[config.mk]
export PLATFORM = sky130hd
export DESIGN_NAME = lzw_out_buffer_flat
export DESIGN_NICKNAME = d
export VERILOG_FILES = /design/src/rtl/lzw_pkg.sv /design/src/rtl/lzw_out_buffer_if.sv /design/src/rtl/lzw_byte_fifo.sv /design/src/rtl/lzw_out_buffer.sv /design/src/flat_wrapper.sv
export SDC_FILE = /design/constraint.sdc
export NUM_CORES = 1
export LEC_CHECK = 0
export ABC_CLOCK_PERIOD_IN_PS = 2600
export BUFFER_PORTS_ARGS = -buffer_cell sky130_fd_sc_hd__buf_2
export CORE_MARGIN = 2
export CORE_UTILIZATION = 50
export DETAILED_ROUTE_END_ITERATION = 12
export GPL_TIMING_DRIVEN = 0
export PLACE_DENSITY = 0.71
export SYNTH_ARGS = -nofsm -noshare
export SYNTH_HDL_FRONTEND = slang
export SYNTH_SLANG_ARGS = --single-unit
[constraint.sdc]
create_clock -name clk -period 2.6 [get_ports clk]
set_clock_uncertainty 0.1 [all_clocks]
set_input_delay 0.26 -clock clk [delete_from_list [all_inputs] [get_ports clk]]
set_output_delay 0.26 -clock clk [all_outputs]
set_load 0.01 [all_outputs]
[src/rtl/lzw_pkg.sv]
// Shared definitions for the LZW output stage: state encoding, default widths
// and the microprogram jump-condition code that selects the Busy flag.
package lzw_pkg;

    localparam int CODE_WIDTH_DEF = 9;
    localparam int OUT_WIDTH_DEF  = 8;
    localparam int FIFO_DEPTH_DEF = 4;

    localparam logic [1:0] ST_ACTIVE = 2'd0;
    localparam logic [1:0] ST_FLUSH  = 2'd1;
    localparam logic [1:0] ST_CLOSED = 2'd2;

    // Condition-select value the controller microcode uses to branch on Busy.
    localparam logic [3:0] JC_OUT_BUSY = 4'd6;

endpackage

[src/rtl/lzw_out_buffer_if.sv]
// Byte stream handshake between the output buffer (master) and the file
// writer (slave).
interface lzw_out_buffer_if
    import lzw_pkg::*;
#(
    parameter int OUT_WIDTH = OUT_WIDTH_DEF
);
    logic [OUT_WIDTH-1:0] out_data;
    logic                 out_valid;
    logic                 out_ready;

    modport master (output out_data, output out_valid, input out_ready);
    modport slave  (input out_data, input out_valid, output out_ready);
endinterface

[src/rtl/lzw_byte_fifo.sv]
// Small synchronous FIFO for packed output bytes; head is presented
// combinationally and reads as zero while empty.
module lzw_byte_fifo
    import lzw_pkg::*;
#(
    parameter int OUT_WIDTH  = OUT_WIDTH_DEF,
    parameter int FIFO_DEPTH = FIFO_DEPTH_DEF
) (
    input  logic                 clk,
    input  logic                 reset,
    input  logic                 push_i,
    input  logic [OUT_WIDTH-1:0] din_i,
    input  logic                 pop_i,
    output logic [OUT_WIDTH-1:0] dout_o,
    output logic                 full_o,
    output logic                 empty_o
);
    localparam int AW = $clog2(FIFO_DEPTH);

    logic [AW:0]          wr_q, wr_d;
    logic [AW:0]          rd_q, rd_d;
    logic [OUT_WIDTH-1:0] mem_q [FIFO_DEPTH];
    logic                 do_push;
    logic                 do_pop;

    // Extra pointer bit distinguishes full from empty when the indices match.
    assign empty_o = (wr_q == rd_q);
    assign full_o  = (wr_q[AW] != rd_q[AW]) && (wr_q[AW-1:0] == rd_q[AW-1:0]);
    assign do_push = push_i && !full_o;
    assign do_pop  = pop_i && !empty_o;
    assign dout_o  = empty_o ? '0 : mem_q[rd_q[AW-1:0]];

    always_comb begin
        wr_d = wr_q;
        rd_d = rd_q;
        if (do_push) wr_d = wr_q + 1'b1;
        if (do_pop)  rd_d = rd_q + 1'b1;
    end

    always_ff @(posedge clk or posedge reset) begin
        if (reset) begin
            wr_q <= '0;
            rd_q <= '0;
        end else begin
            wr_q <= wr_d;
            rd_q <= rd_d;
        end
    end

    always_ff @(posedge clk) begin
        if (do_push) mem_q[wr_q[AW-1:0]] <= din_i;
    end

endmodule

[src/rtl/lzw_out_buffer.sv]
// Packs LZW codes MSB-first into bytes, queues them for the file writer and
// gives the microprogram Busy back-pressure plus close/flush completion.
module lzw_out_buffer
    import lzw_pkg::*;
#(
    parameter int CODE_WIDTH = CODE_WIDTH_DEF,
    parameter int OUT_WIDTH  = OUT_WIDTH_DEF,
    parameter int FIFO_DEPTH = FIFO_DEPTH_DEF
) (
    input  logic                  clk,
    input  logic                  reset,
    input  logic                  RequestOutBuffer,
    input  logic [CODE_WIDTH-1:0] Code,
    input  logic                  CloseBuffer,
    output logic                  Busy,
    output logic                  Done,
    output logic                  Overflow,
    lzw_out_buffer_if.master      out_if
);
    localparam int ACC_W = CODE_WIDTH + OUT_WIDTH - 1;
    localparam int CNT_W = $clog2(ACC_W + 1);
    localparam logic [CNT_W-1:0] OUT_W_C  = CNT_W'(OUT_WIDTH);
    localparam logic [CNT_W-1:0] CODE_W_C = CNT_W'(CODE_WIDTH);

    logic [1:0]           state_q, state_d;
    logic [ACC_W-1:0]     acc_q, acc_d;
    logic [CNT_W-1:0]     count_q, count_d;
    logic                 ovf_q, ovf_d;

    logic                 have_byte;
    logic                 accept;
    logic                 close_ok;
    logic                 fifo_push;
    logic                 fifo_pop;
    logic                 fifo_full;
    logic                 fifo_empty;
    logic [OUT_WIDTH-1:0] push_data;
    logic [OUT_WIDTH-1:0] extract_byte;
    logic [OUT_WIDTH-1:0] low_bits;
    logic [OUT_WIDTH-1:0] pad_byte;

    assign have_byte = (count_q >= OUT_W_C);
    assign Busy      = have_byte || fifo_full || (state_q != ST_ACTIVE);
    assign Done      = (state_q == ST_CLOSED);
    assign Overflow  = ovf_q;
    assign accept    = RequestOutBuffer && !Busy;
    assign close_ok  = CloseBuffer && !Busy;
    assign fifo_pop  = out_if.out_valid && out_if.out_ready;

    // Valid bits are right-aligned; anything above count_q is stale and is
    // discarded by the truncating casts/shifts below.
    assign extract_byte = OUT_WIDTH'(acc_q >> (count_q - OUT_W_C));
    assign low_bits     = acc_q[OUT_WIDTH-1:0];
    assign pad_byte     = low_bits << (OUT_W_C - count_q);

    always_comb begin
        state_d   = state_q;
        acc_d     = acc_q;
        count_d   = count_q;
        ovf_d     = ovf_q || ((RequestOutBuffer || CloseBuffer) && Busy);
        fifo_push = 1'b0;
        push_data = extract_byte;

        if (have_byte && !fifo_full) begin
            fifo_push = 1'b1;
            count_d   = count_q - OUT_W_C;
        end else if ((state_q == ST_FLUSH) && (count_q != '0) && !fifo_full) begin
            fifo_push = 1'b1;
            push_data = pad_byte;
            count_d   = '0;
        end

        if (accept) begin
            acc_d   = (acc_q << CODE_WIDTH) | ACC_W'(Code);
            count_d = count_q + CODE_W_C;
        end

        case (state_q)
            ST_ACTIVE: begin
                // Nothing left to flush: skip straight to CLOSED.
                if (close_ok)
                    state_d = ((count_q == '0) && fifo_empty && !accept) ? ST_CLOSED : ST_FLUSH;
            end
            ST_FLUSH: begin
                if ((count_q == '0) && fifo_empty) state_d = ST_CLOSED;
            end
            default: state_d = state_q;
        endcase
    end

    always_ff @(posedge clk or posedge reset) begin
        if (reset) begin
            state_q <= ST_ACTIVE;
            acc_q   <= '0;
            count_q <= '0;
            ovf_q   <= 1'b0;
        end else begin
            state_q <= state_d;
            acc_q   <= acc_d;
            count_q <= count_d;
            ovf_q   <= ovf_d;
        end
    end

    lzw_byte_fifo #(
        .OUT_WIDTH  (OUT_WIDTH),
        .FIFO_DEPTH (FIFO_DEPTH)
    ) u_fifo (
        .clk     (clk),
        .reset   (reset),
        .push_i  (fifo_push),
        .din_i   (push_data),
        .pop_i   (fifo_pop),
        .dout_o  (out_if.out_data),
        .full_o  (fifo_full),
        .empty_o (fifo_empty)
    );

    assign out_if.out_valid = !fifo_empty;

endmodule

[src/flat_wrapper.sv]
// flat-port wrapper written by rule: the top's interface ports become plain ports
module lzw_out_buffer_flat import lzw_pkg::*;
#(
    parameter int CODE_WIDTH = CODE_WIDTH_DEF,
    parameter int OUT_WIDTH  = OUT_WIDTH_DEF,
    parameter int FIFO_DEPTH = FIFO_DEPTH_DEF
)
  (clk, reset, RequestOutBuffer, Code, CloseBuffer, Busy, Done, Overflow, out_if_out_data, out_if_out_valid, out_if_out_ready);
  lzw_out_buffer_if #(.OUT_WIDTH(OUT_WIDTH)) out_if_i ();
  input  logic clk;
  input  logic reset;
  input  logic RequestOutBuffer;
  input  logic [CODE_WIDTH-1:0] Code;
  input  logic CloseBuffer;
  output logic Busy;
  output logic Done;
  output logic Overflow;
  output wire logic [$bits(out_if_i.out_data)-1:0] out_if_out_data;
  output wire logic [$bits(out_if_i.out_valid)-1:0] out_if_out_valid;
  input wire logic [$bits(out_if_i.out_ready)-1:0] out_if_out_ready;
  assign out_if_out_data = out_if_i.out_data;
  assign out_if_out_valid = out_if_i.out_valid;
  assign out_if_i.out_ready = out_if_out_ready;
  lzw_out_buffer #(.CODE_WIDTH(CODE_WIDTH), .OUT_WIDTH(OUT_WIDTH), .FIFO_DEPTH(FIFO_DEPTH)) u_core (.clk(clk), .reset(reset), .RequestOutBuffer(RequestOutBuffer), .Code(Code), .CloseBuffer(CloseBuffer), .Busy(Busy), .Done(Done), .Overflow(Overflow), .out_if(out_if_i));
endmodule
==> impl_results.md, run 1 <==
- Status: finished, final reports clean
- Via count: 2454
- Synth warn: 0
- Post-synth EDFFs: 32
- Max Cap Viol: 0
- Max-slew headroom: 0.587
- Vias/cell: ~6.0
- IO Count: 26
- Post-DRT Antenna Nets: 0
- Row Count: 31
- Top_reg_cell synth: edfxtp_1
- Final Non-Filler Cells: between 400 and 500
- Startpoint Class: register
- Core area: 7210 um^2
- Area Growth Syn to Fin: 16.8%
- CTS root buffer: clkbuf_8
- HP Class: in2reg
- Leakage: around 1.7 nW
- Final Power: just under 3 mW
- CTS clock-pin slew for the worst setup and hold paths: about 80 ps
- Crit. End Element: output port
- DR top layer: met4
- Footprint of the multi-input gates: about 1900 um^2
- Vias in the first global route: between 2000 and 2500
- Initial Util: 0.514
- First-pass GRT wire length: roughly 12 mm
- Met2 Routed Length: 3.61 mm
- Syn avg cell area: approximately 14 um^2
- Synth area leaders: edfxtp_1 26%, dfrtp_1 20%, mux4_2 12%
- Placed Cells: ~390
- Yosys cell types: slightly below 60
- Critical path fanouts, max: 10
- Post-synthesis sequential area ratio: 0.461
- TritonCTS clock tree: done
- WL per Instance: between 15 and 20 um
- Layout Nets: 330
- Port Buffers: 25
- Tmin final: around 2500 ps
- Clk sink count: 62
- H-tree lvl count: 3
- Share of Yosys cell area claimed by the top area cell type: 0.259
- Die X: approximately 90 um
- First drt pass iteration count: 4
- Post-Route Utilization: 0.601
- Synth Instances: 269
- Initial antenna violation count: 0
- Synthesized area: ~3700 um^2
- Longest Clk Path Bufs: 2
- Final Cycle Share: 0.961
- Worst Path Required: 2240 ps
- Peak VDD IR: around 0.3 mV
- RSZ-0062 raised after global routing: false
- M1 WL: 3.44 mm
- Total CTS buffers: 9
- Final WL: approximately 7.5 mm
- DIE AREA: slightly above 8000 um^2
- # fillers: between 500 and 600
- Initial drt markers: 115
- Largest net degree at the start of global routing: 31
- Syn_nets: roughly 290
- Slew @ Worst Pin: between 600 and 700 ps
- FFs w/ async S/R, synth: 0.484
- Synth Register Bits: just over 60
- Register area: approximately 1700 um^2
- Final TNS setup: 0 ps
- Overflow after GRT: 0
- DRC Markers: 0
- Post-DP HPWL: between 5 and 6 mm
- Final Max Tran Viols: 0
- Clk_lat worst skew: ~340 ps
- Wire length on met3: ~260 um
- DIE HEIGHT: 90.1 um
- Final Wtd Congestion: between 0.8 and 0.9
- CP arrival: 2140 ps
- CP Class: reg2out
- GR Util All Layers: 0.195
- Fmax: roughly 400 MHz
- Pwr dens: between 600 and 700 nW/um^2
- # diodes: 0
- # setup viols final: 0
- Hold Vio Cnt, Final: 0
- Layout cell share with drive strength beyond 1: 0.371
- Leading area contributor after synthesis: edfxtp_1
[cell usage after synthesis (2+ instances only)]
cell / count
mux2_4: 7
a22o_1: 6
buf_2: 7
nand2_1: 7
nand3b_1: 2
nor2b_1: 3
o21ai_0: 3
xnor2_1: 6
dfrtp_1: 30
ha_1: 8
edfxtp_1: 32
nor3_1: 3
nor3b_1: 3
buf_6: 3
a31oi_1: 4
o22ai_1: 7
mux4_2: 20
nor2_1: 6
nor4_1: 2
nand3_1: 3
a21oi_1: 6
mux2i_1: 7
and3_1: 6
mux4_1: 5
and2_1: 13
o211ai_1: 5
o21a_1: 4
clkbuf_1: 5
inv_1: 10
mux2_2: 14
xor2_1: 5
[per-stage QoR]
stage / hold WS (ps) / worst slack, ps / area (um^2)
CTS: 30.3 / 33.4 / 4270
finish: 40.5 / 101 / 4330
detailed placement: 339 / -463 / 3960
global route: 32.5 / 14.7 / 4330
global placement: 335 / -396 / 3960
floorplan: 251 / 41.8 / 3710
[metal layers]
layer  global-route usage  up-vias
li1                     -     1143
met1                0.264     1229
met2                0.307       68
met3               0.0319       14
met4               0.0974        0
met5                    0        -
[cell families after synthesis]
group / after synthesis / synth area share
simple gates: 58 / 0.0971
flops: 62 / 0.461
compound gates: 50 / 0.103
xor+xnor: 11 / 0.0260
mux: 53 / 0.247
fa+ha+maj: 8 / 0.0270
buf+inv: 27 / 0.0388
[critical path, stage by stage (launching register included)]
cell,delay [ps]
dfrtp_2,430
buf_4,200
inv_1,80
ha_4,200
nand4bb_4,140
o311ai_4,150
or3_2,450
buf_2,160
[area by class of cell]
class,instances,area share
flip-flops and latches,62,0.395
clock inverters,7,0.0294
inverters,11,0.00953
well taps,99,0.0286
multi-input cells,180,0.446
clock buffers,9,0.0286
repair buffers,30,0.0427
plain buffers,14,0.0199
[where the power goes]
group	total (mW)	internal (mW)	switching [mW]
registers	1.10	1.06	0.0408
clock network	1.09	0.654	0.436
logic	0.765	0.387	0.378
[layout by cell type, fill, tap and decap left out, types with 6 or more instances in the layout]
cell type and n:
clkbuf_8 9, nor2_1 6, mux4_2 20, o22ai_1 6
mux2i_1 7, buf_2 32, mux2_2 14, a21oi_1 6
edfxtp_1 32, ha_1 7, dfrtp_1 28, nand2_1 7
inv_1 10, a22o_1 6, xnor2_1 6, mux2_4 7
and2_1 13
[what timing repair did]
item	CTS	global route
resized for setup	12	9
setup buffers	3	0
setup endpoints to repair	74	51
hold buffers	0	1
hold endpoints to repair	0	12
[worst paths after layout]
path,from,end,slack [ps],cells after the start
min reg2reg,u_core.Overflow$_DFF_PP0_,u_core.Overflow$_DFF_PP0_,350,1
max,u_core.count_q[1]$_DFFE_PP0P_,Busy,100,7
min in group asynchronous,reset,u_core.Overflow$_DFF_PP0_,440,3
min,Code[5],u_core.acc_q[5]$_DFFE_PP0P_,40,2
max reg2reg,u_core.count_q[0]$_DFFE_PP0P_,u_core.u_fifo.mem_q[0][4]$_DFFE_PP_,220,6
max in group asynchronous,reset,u_core.count_q[1]$_DFFE_PP0P_,1440,4
[state kept, by name, indices dropped and copies added, names as in the netlist]
| register | count |
|---|---|
| u_core.u_fifo.mem_q | 32 |
| u_core.acc_q | 16 |
| u_core.count_q | 5 |
| u_core.u_fifo.rd_q | 3 |
| u_core.u_fifo.wr_q | 3 |
| u_core.state_q | 2 |
| u_core.Overflow | 1 |
No activity file was read; power rests on OpenSTA's default activity.
==> run 2: changes to the inputs <==
--- a/config.mk
+++ b/config.mk
@@ -14,4 +14,5 @@
 export PLACE_DENSITY = 0.71
 export SYNTH_ARGS = -nofsm -noshare
 export SYNTH_HDL_FRONTEND = slang
+export SYNTH_HIERARCHICAL = 1
 export SYNTH_SLANG_ARGS = --single-unit
==> run 2 against run 1 <==
Against the previous run:
- via count rose by 14%
- global-route usage grew 2.7 points
- design area up 4.5%
- first-iteration DRC count is 43% higher
- worst hold slack worse by 8.0 ps
- largest cell class unchanged
==> impl_results.md, run 2 <==
- Syn avg cell area: 12.4 um^2 (-10%)
- CP Class: reg2reg
- Synth warn: 6 (+6)
- Comb pwr share: 0.565 (+0.306)
- Synth area leaders: edfxtp_1 25%, dfrtp_1 19%, mux4_2 13%
- Commonest cells in the synthesized netlist: 32 x edfxtp_1, 30 x dfrtp_1, 23 x mux4_2
- Vias in the first global route: 2846 (+19%)
- Final Non-Filler Cells: 462 (+12%)
- Hold path depth: 2 (unchanged)
- Max Cap Viol: 0 (unchanged)
- CP arrival: 2480 ps (+340 ps)
- Critical path, cell by cell: buf_6, xnor2_4, nand3_2, inv_2, buf_4, and4bb_2, nand2_2, a21oi_1, a221o_1
- Tmin final: 2510 ps (+7.10 ps)
- CTS root buffer: clkbuf_8
- CP delay by family, top: simple AND/OR/NAND/NOR gates
- Post-DRT Antenna Nets: 0 (unchanged)
- DIE AREA: 8460 um^2 (+4.1%)
- Via count: 2804 (+14%)
- Int Pwr: 3.79 mW (+81%)
- Synthesized area: 3870 um^2 (+4.3%)
- Slew @ Worst Pin: 898 ps (+278 ps)
- Fmax: 399 MHz (-0.28%)
- Pwr dens: 1450 nW/um^2 (+110%)
- Port Buffers: 25 (unchanged)
- First drt pass iteration count: 5 (+1)
- Synth Instances: 312 (+16%)
- Layout Nets: 377 (+14%)
- Synth Register Bits: 62 (unchanged)
- RR Endpoint: u_core/u_fifo/mem_q[2][5]$_DFFE_PP_
- Clock Power Share: 0.114 (-0.255)
- Max reg flops: 32 (unchanged)
- Hold Path Sink: u_core/acc_q[2]$_DFFE_PP0P_
- Vias/cell: 6.07 (+1.9%)
- HP Class: in2reg
- Final Cycle Share: 0.964 (+0.00273)
- Max incr delay on CP: 450 ps (about the same)
- Final Wtd Congestion: 0.923 (+4.9%)
- Hold Vio Cnt, Final: 0 (unchanged)
- Post-DP HPWL: 6.12 mm (+17%)
- Final instance area: 4530 um^2 (+4.5%)
- Longest Clk Path Bufs: 2 (unchanged)
- Max-slew headroom: 0.401 (-0.186)
- CTS clock-pin slew for the worst setup and hold paths: 80 ps (about the same)
- Total net switching power: 2.78 mW (+230%)
- Leading area contributor after synthesis: edfxtp_1
- Hold path start: Code[2]
- Most frequent cells in the layout: 34 x buf_2, 32 x edfxtp_1, 29 x dfrtp_1
- Crit. End Element: register
- # diodes: 0 (unchanged)
- Critical path fanouts, max: 10 (unchanged)
- Die X: 92.0 um (+2.0%)
- Final Max Tran Viols: 0 (unchanged)
- First-pass GRT wire length: 14.3 mm (+16%)
- Final Power: 6.57 mW (+120%)
- Peak VDD IR: 0.655 mV (+110%)
- Total CTS buffers: 9 (unchanged)
- Leakage: 1.71 nW (+3.3%)
- Initial drt markers: 165 (+43%)
- Final hold slack: 32.5 ps (-8.02 ps)
- TritonCTS clock tree: done
- WL per Instance: 18.9 um (+4.1%)
- # setup viols final: 0 (unchanged)
- Row Count: 32 (+3.2%)
- Crit path max-delay cell type: dfrtp_2
- DIE HEIGHT: 92.0 um (+2.0%)
- Flop2flop setup slack: 90 ps (-130 ps)
- Largest net degree at the start of global routing: 25 (-19%)
- Share of Yosys cell area claimed by the top area cell type: 0.248 (-0.0106)
- Core area: 7610 um^2 (+5.4%)
- RSZ-0062 raised after global routing: false
- Area Growth Syn to Fin: 17.1%
- Initial Util: 0.509 (-0.00567)
- Most common cell after layout, fill and taps aside: buf_2
- Post-Route Utilization: 0.595 (-0.00537)
- Most numerous cell in the Yosys netlist: edfxtp_1
- GR Util All Layers: 0.222 (+0.0266)
- DRC Markers: 0 (unchanged)
- Sequential Power Share: 0.321 (-0.051)
- Status: finished, final reports clean
- Post-synth EDFFs: 32 (unchanged)
- Overflow after GRT: 0 (unchanged)
- Clk sink count: 62 (unchanged)
- Placed Cells: 439 (+12%)
- IO Count: 26 (unchanged)
- Initial antenna violation count: 0 (unchanged)
- Post-synthesis sequential area ratio: 0.442 (-0.0190)
- Net Sw Frac: 0.423 (+0.134)
- Yosys cell types: 58 (unchanged)
- Layout cell share with drive strength beyond 1: 0.372 (+0.00162)
- H-tree lvl count: 3 (unchanged)
- Reg2reg start: u_core/u_fifo/rd_q[0]$_DFFE_PP0P_
- WP buf/inv: 3 (unchanged)
- Top_reg_cell synth: edfxtp_1
- Final WL: 8.72 mm (+17%)
- FFs w/ async S/R, synth: 0.484 (unchanged)
- Clk_lat worst skew: 350 ps (about the same)
- Worst reg-to-reg path cell count: 9 (+3)
- Worst Path Required: 2570 ps (+330 ps)
- Startpoint Class: register
- Syn_nets: 334 (+15%)
- Placed inst area: 4130 um^2 (+4.3%)
==> run 2: cell count changes after synthesis, moves of 6 or more <==
cell / previous run / this run
and2_1: 13 / 2
nand2_1: 7 / 20
a22o_1: 6 / 0
nor2b_1: 3 / 15
mux2_4: 7 / 0
mux2i_1: 7 / 17
nand3_1: 3 / 10
==> run 2: worst max-delay path by stage <==
stage	start	endpoint	slack (ps)	depth (start not counted)
after floorplan	u_core/count_q[0]$_DFFE_PP0P_	u_core/u_fifo/mem_q[3][0]$_DFFE_PP_	1	8
after global placement	u_core/count_q[0]$_DFFE_PP0P_	u_core/u_fifo/mem_q[3][2]$_DFFE_PP_	-520	8
after detailed placement	u_core/count_q[0]$_DFFE_PP0P_	u_core/u_fifo/mem_q[3][3]$_DFFE_PP_	-590	8
after CTS	u_core/u_fifo/rd_q[0]$_DFFE_PP0P_	u_core/u_fifo/mem_q[1][5]$_DFFE_PP_	1	9
after global routing	u_core/count_q[0]$_DFFE_PP0P_	u_core/u_fifo/mem_q[1][5]$_DFFE_PP_	3	8
final	u_core/u_fifo/rd_q[0]$_DFFE_PP0P_	u_core/u_fifo/mem_q[2][5]$_DFFE_PP_	90	9
==> run 2: what timing repair did <==
item / in CTS / in global routing
setup endpoints to repair: 83 / 90
hold buffers: 1 / 0
buffers inserted: 4 / 4
resized for setup: 15 / 18
endpoints found under the hold margin: 6 / 0
pin swaps: 0 / 5
==> run 2: metal layers <==
| metal | vias up | part of all wire | track usage |
|---|---|---|---|
| li1 | 1298 | - | - |
| met1 | 1378 | 0.41 | 0.278 |
| met2 | 98 | 0.50 | 0.374 |
| met3 | 30 | 0.055 | 0.0403 |
| met4 | 0 | 0.029 | 0.102 |
| met5 | - | 0 | 0 |
==> run 2: worst reg2reg max path, delay by kind of cell (launching register included) <==
kind	cells	cell delay, ps
flops	1	450
xor+xnor	1	210
simple gates	3	600
compound gates	2	480
buf+inv	3	380
==> run 2: power groups by stage <==
| stage | clock, mW | sequential (mW) | combinational, mW |
|---|---|---|---|
| 2_1_floorplan | 0 | 1.93 | 2.55 |
| 3_3_place_gp | 0 | 2.05 | 3.19 |
| 3_5_place_dp | 0 | 2.08 | 3.29 |
| 4_1_cts | 0.773 | 2.08 | 3.54 |
| 5_1_grt | 0.813 | 2.16 | 4.04 |
| 6_report | 0.752 | 2.11 | 3.71 |
==> run 2: cells by family (layout without fill, tap and decap cells) <==
logic type,count (synthesis),after routing,synth area share
fa+ha+maj,8,8,0.0259
mux,58,58,0.230
simple gates,89,89,0.136
flops,62,62,0.442
xor+xnor,11,11,0.0288
compound gates,52,52,0.0967
buf+inv,32,80,0.0404
==> run 2: layout make-up <==
cell class              count  area (um^2)
fillers                   630         3080
multi-input cells         218         2150
flip-flops and latches     62         1710
repair buffers             34          208
well taps                 102          128
clock buffers               9          124
plain buffers              16          105
inverters                  14         52.6
clock inverters             7         48.8
==> run 2: through the flow <==
| stage | setup TNS, ps | worst slack, ps |
|---|---|---|
| floorplan | 0 | 1.39 |
| global placement | -21890 | -518 |
| detailed placement | -26320 | -589 |
| CTS | 0 | 1.34 |
| global route | 0 | 2.72 |
| finish | 0 | 94.4 |
